**src/rtl/mem_stage.sv**
```systemverilog
// Memory pipeline stage: single outstanding data-memory access with ack timeout.
// Optional misaligned-access trap enabled by defining MEM_ALIGN_CHECK_EN.
module mem_stage #(
  parameter int unsigned TIMEOUT = 16
) (
  input  logic        clk,
  input  logic        reset,
  input  logic        i_valid,
  input  logic [31:0] i_alu_result,
  input  logic [31:0] i_read_data_2,
  input  logic [4:0]  i_write_register,
  input  logic        i_reg_write,
  input  logic        i_mem_read,
  input  logic        i_mem_write,
  input  logic        i_mem_to_reg,
  output logic        o_stall,
  output logic        o_dmem_req,
  output logic        o_dmem_we,
  output logic [31:0] o_dmem_addr,
  output logic [31:0] o_dmem_wdata,
  input  logic        i_dmem_ack,
  input  logic [31:0] i_dmem_rdata,
  output logic        o_wb_valid,
  output logic        o_wb_reg_write,
  output logic        o_mem_error,
  output logic [31:0] o_wb_data,
  output logic [4:0]  o_wb_register
);

  localparam logic [0:0] IDLE = 1'b0;
  localparam logic [0:0] BUSY = 1'b1;
  localparam logic [7:0] TIMEOUT_CNT = 8'(TIMEOUT);

  logic [0:0]  state;
  logic [7:0]  busy_cnt;
  logic        cap_mem_to_reg;
  logic        cap_reg_write;
  logic [31:0] cap_alu;
  logic        is_mem;
  logic        misaligned;

  assign is_mem  = i_mem_read | i_mem_write;
  assign o_stall = (state == BUSY);

`ifdef MEM_ALIGN_CHECK_EN
  assign misaligned = is_mem & (i_alu_result[1:0] != 2'b00);
`else
  assign misaligned = 1'b0;
`endif

  always_ff @(posedge clk or posedge reset) begin
    if (reset) begin
      state          <= IDLE;
      busy_cnt       <= '0;
      cap_mem_to_reg <= 1'b0;
      cap_reg_write  <= 1'b0;
      cap_alu        <= '0;
      o_dmem_req     <= 1'b0;
      o_dmem_we      <= 1'b0;
      o_dmem_addr    <= '0;
      o_dmem_wdata   <= '0;
      o_wb_valid     <= 1'b0;
      o_wb_reg_write <= 1'b0;
      o_mem_error    <= 1'b0;
      o_wb_data      <= '0;
      o_wb_register  <= '0;
    end else begin
      o_wb_valid     <= 1'b0;
      o_wb_reg_write <= 1'b0;
      o_mem_error    <= 1'b0;
      if (state == IDLE) begin
        if (i_valid) begin
          cap_mem_to_reg <= i_mem_to_reg;
          cap_reg_write  <= i_reg_write & (i_write_register != 5'd0);
          cap_alu        <= i_alu_result;
          o_wb_register  <= i_write_register;
          if (!is_mem || misaligned) begin
            o_wb_valid     <= 1'b1;
            o_wb_data      <= i_alu_result;
            o_wb_reg_write <= !misaligned & i_reg_write & (i_write_register != 5'd0);
            o_mem_error    <= misaligned;
          end else begin
            // a read+write combination is issued as a write
            state        <= BUSY;
            busy_cnt     <= 8'd1;
            o_dmem_req   <= 1'b1;
            o_dmem_we    <= i_mem_write;
            o_dmem_addr  <= i_alu_result;
            o_dmem_wdata <= i_read_data_2;
          end
        end
      end else begin
        // ack wins over timeout when both land in the same cycle
        if (i_dmem_ack) begin
          state          <= IDLE;
          busy_cnt       <= '0;
          o_dmem_req     <= 1'b0;
          o_dmem_we      <= 1'b0;
          o_wb_valid     <= 1'b1;
          o_wb_reg_write <= cap_reg_write;
          o_wb_data      <= cap_mem_to_reg ? i_dmem_rdata : cap_alu;
        end else if (busy_cnt == TIMEOUT_CNT) begin
          state       <= IDLE;
          busy_cnt    <= '0;
          o_dmem_req  <= 1'b0;
          o_dmem_we   <= 1'b0;
          o_wb_valid  <= 1'b1;
          o_mem_error <= 1'b1;
          o_wb_data   <= cap_alu;
        end else begin
          busy_cnt <= busy_cnt + 8'd1;
        end
      end
    end
  end

endmodule

```
**config.mk**
```make
export PLATFORM = sky130hd
export DESIGN_NAME = mem_stage
export DESIGN_NICKNAME = d
export VERILOG_FILES = /design/src/rtl/mem_stage.sv
export SDC_FILE = /design/constraint.sdc
export NUM_CORES = 1
export LEC_CHECK = 0
export CAP_MARGIN = 25
export CORE_ASPECT_RATIO = 2
export CORE_MARGIN = 1.5
export CORE_UTILIZATION = 49
export CTS_CLUSTER_DIAMETER = 80
export DETAILED_ROUTE_END_ITERATION = 10
export PLACE_DENSITY = 0.86
export SLEW_MARGIN = 5
export SYNTH_ARGS = -nofsm -noshare
export SYNTH_HDL_FRONTEND = slang
export SYNTH_SLANG_ARGS = --single-unit
```
**constraint.sdc**
```tcl
create_clock -name clk -period 8.9 [get_ports clk]
set_input_delay 0.89 -clock clk [delete_from_list [all_inputs] [get_ports clk]]
set_output_delay 0.89 -clock clk [all_outputs]
set_load 0.03 [all_outputs]
```
==> out/qor.txt <==
Worst endpoint required time: 9.20 ns
Syn Inst Count: 478
Core Area: 12480 um2
Cell variety after synth: 37
Clock skew: 0.01212 ns
Async set or reset register ratio after synthesis: 1.000
HPWL reported at the end of detailed placement: 12.21 mm
Net Sw Frac: 0.3426
Ranking of synthesized cells by area: dfrtp_1 (60%), mux2_2 (19%), a221o_1 (5.0%)
CP Launch Type: primary input
Mux cell area share after synthesis: 0.1893
Clock power share: 0.276
Synth Flop Type: dfrtp_1
Met1 usage: 0.2947
GRT Util Overall: 0.2754
Final #Nets: 796
Syn nets: 589
Vert. Die Dim: 162.5 um
Worst hold stages: 1
Top-level I/O count: 216
Number of global-route vias before repair: 5390
Critical path, cell by cell: clkdlybuf4s50_1, nor2b_4, buf_4, nor2b_4, buf_4, mux2_2
Final Setup Violations: 0
DIE AREA: 13450 um2
Sequential Power Share: 0.372
# H-tree levels: 4
Pre-antenna DRT Iters: 4
Wire length per cell: 20.99 um
Most frequent cell after synthesis: dfrtp_1
Gr busiest metal: met2
Util after Layout: 0.7320
Register area: 3729 um2
WHS Endpoint: o_wb_reg_write
Cell Int Power: 1.671 mW
Crit path DAT: 3.72 ns
Initial antenna violation count: 0
Setup TNS: 0 ns
Switching power: 0.8711 mW
Post-synthesis register bit count: 149
CTS Buf Count: 17
Post-Synth Simple-Gate Area: 0.07407
Crit path max-delay cell type: nor2b_4
Share of cells above drive strength 1: 0.2152
RSZ-0062 raised after global routing: false
Starting density of the core: 0.4994
Cell taking the most area after synthesis: dfrtp_1
1st-iter DRT viols: 407
Synth Area in Adders: 0.004014
Outcome: finished clean
Max Root-Sink Buffers: 2
CTS Root Buffer Type: clkbuf_16
Share of the yosys chip area belonging to registers: 0.5982
Met2 Usage GRT: 0.4823
WS Path Type: in2reg
CTS Hold Buffers Added: 0
Reg-to-reg critical path endpoint: o_dmem_wdata[12]
Final hold viol count: 0
Complex-gate fraction of the synthesized area: 0.09956
Vias per cell: 5.751
Largest family of logic cells by synthesized area: multiplexers
Area grow syn2layout: 46.57%
Syn. warnings: 0
Clock tree from TritonCTS: yes
Cell area after synthesis: 6233 um2
Worst-Margin Slew: 1.012 ns
N_diodes: 0
Max-Cap Viols: 0
CP Capture Type: flop
Worst r2r path cells: 5
FP Rows: 58
RePlAce Congestion: 0.7882
Commonest cells post-synth: dfrtp_1 (149), mux2_2 (103), nand2_1 (39), nand3_1 (35), a21oi_1 (32)
Vias: 4871
DRC violations left: 0
Met3 usage: 0.06275
Slowest stage delay, CP: 0.67 ns
Max Fanout on Critical Path: 46
Peak supply drop: 0.0002386 V
Reg clk slew, reported paths: 0.06 ns
Fin crit share: 0.3850
PostCTS Resize Cnt: 0
Post-Synth XOR/XNOR Area: 0.004215
Final WL: 17.78 mm
FF-to-FF Start: o_stall
Gr ovfl total: 0
Fillcell total: 815
Fin. max-slew vios: 0
Hold Crit Class: reg2reg
Fmax: 291.9 MHz
Area fraction of the dominant cell type after synthesis: 0.5982
Combinational power share: 0.352
I/O Buffers: 215
First-pass GRT wire length: 27.19 mm
Die width: 82.76 um
Slew HR: 0.3238
Clock Latency Late Sink: 0.42 ns
Largest net degree at the start of global routing: 83
R2R Setup Slk: 5.79 ns
Syn avg cell area: 13.04 um2
Fin crit period: 3.426 ns
Hold wc startpoint: cap_reg_write
# Post-CTS Setup Buffers: 0
Number of flops mapped to enable cells by yosys: 0
Static Leak: 3.821 nW
Multi-input combinational cell area: 2347 um2
Clock sink total: 149
Power per cell area: 278.3 nW/um2
Detail Route Antenna Nets: 0
## power by group through the flow
stage,logic (mW),registers (mW),clock network [mW]
final,0.894,0.947,0.701
after global routing,0.938,0.966,0.740
after CTS,0.884,0.952,0.711
after detailed placement,0.879,0.961,0
after global placement,0.856,0.949,0
after floorplan,0.250,1.18,0
## worst max-delay path: cells and delay by family
family / cells / cell delay [ns]
buffers and inverters: 3 / 1.54
AND/OR/NAND/NOR: 2 / 0.80
multiplexers: 1 / 0.41
## layer usage
layer | vias up | routed length [um]
met3 | 60 | 1111
li1 | 2146 | -
met5 | - | 0
met1 | 2433 | 5992
met4 | 0 | 795
met2 | 232 | 9882
## through the flow
step / power, mW / worst slack, ns / cell area (um2) / hold slack, ns / std cells
5_1_grt: 2.644 / 5.347 / 9136 / 0.5110 / 847
3_3_place_gp: 1.805 / 5.140 / 8477 / 0.4684 / 813
6_report: 2.542 / 5.474 / 9136 / 0.4915 / 847
3_5_place_dp: 1.839 / 5.053 / 8504 / 0.4760 / 814
2_1_floorplan: 1.435 / 4.002 / 6233 / 0.4561 / 478
4_1_cts: 2.547 / 5.494 / 9081 / 0.4913 / 845
## layout by cell type, fill, tap and decap left out, drive strengths merged, types with 8 or more instances in the layout
master / netlist / layout
clkdlybuf4s50: 0 / 215
dfrtp: 149 / 149
mux2: 103 / 103
nand2: 39 / 39
nand3: 35 / 35
a21oi: 33 / 33
a221o: 31 / 31
clkbuf: 23 / 17
nor2: 10 / 10
inv: 5 / 9
buf: 12 / 8
## layout make-up
type                       instances  share of cell area
sequential                       149              0.4081
multi-input combinational        289              0.2569
timing repair buffer             223              0.2487
clock buffer                      17             0.04656
tap                              150             0.02054
clock inverter                    14             0.01657
inverter                           5            0.002602
## cells by family after synthesis
family                     count (synthesis)
DFF                                      149
and+or+nand+nor                           97
buffers and inverters                     40
xor gates and xnor gates                   3
adders and majority gates                  2
muxes                                    105
AOI/OAI and AO/OA                         82
## worst max-delay path by stage
stage,end,depth (start not counted),from
after floorplan,busy_cnt[0],1,reset
after global placement,o_dmem_wdata[9],6,i_valid
after detailed placement,o_dmem_addr[7],6,i_valid
after CTS,o_dmem_wdata[12],6,i_valid
after global routing,o_dmem_wdata[12],6,i_valid
final,o_dmem_wdata[12],6,i_valid
Note: power is estimated with default switching activity, not from simulation.
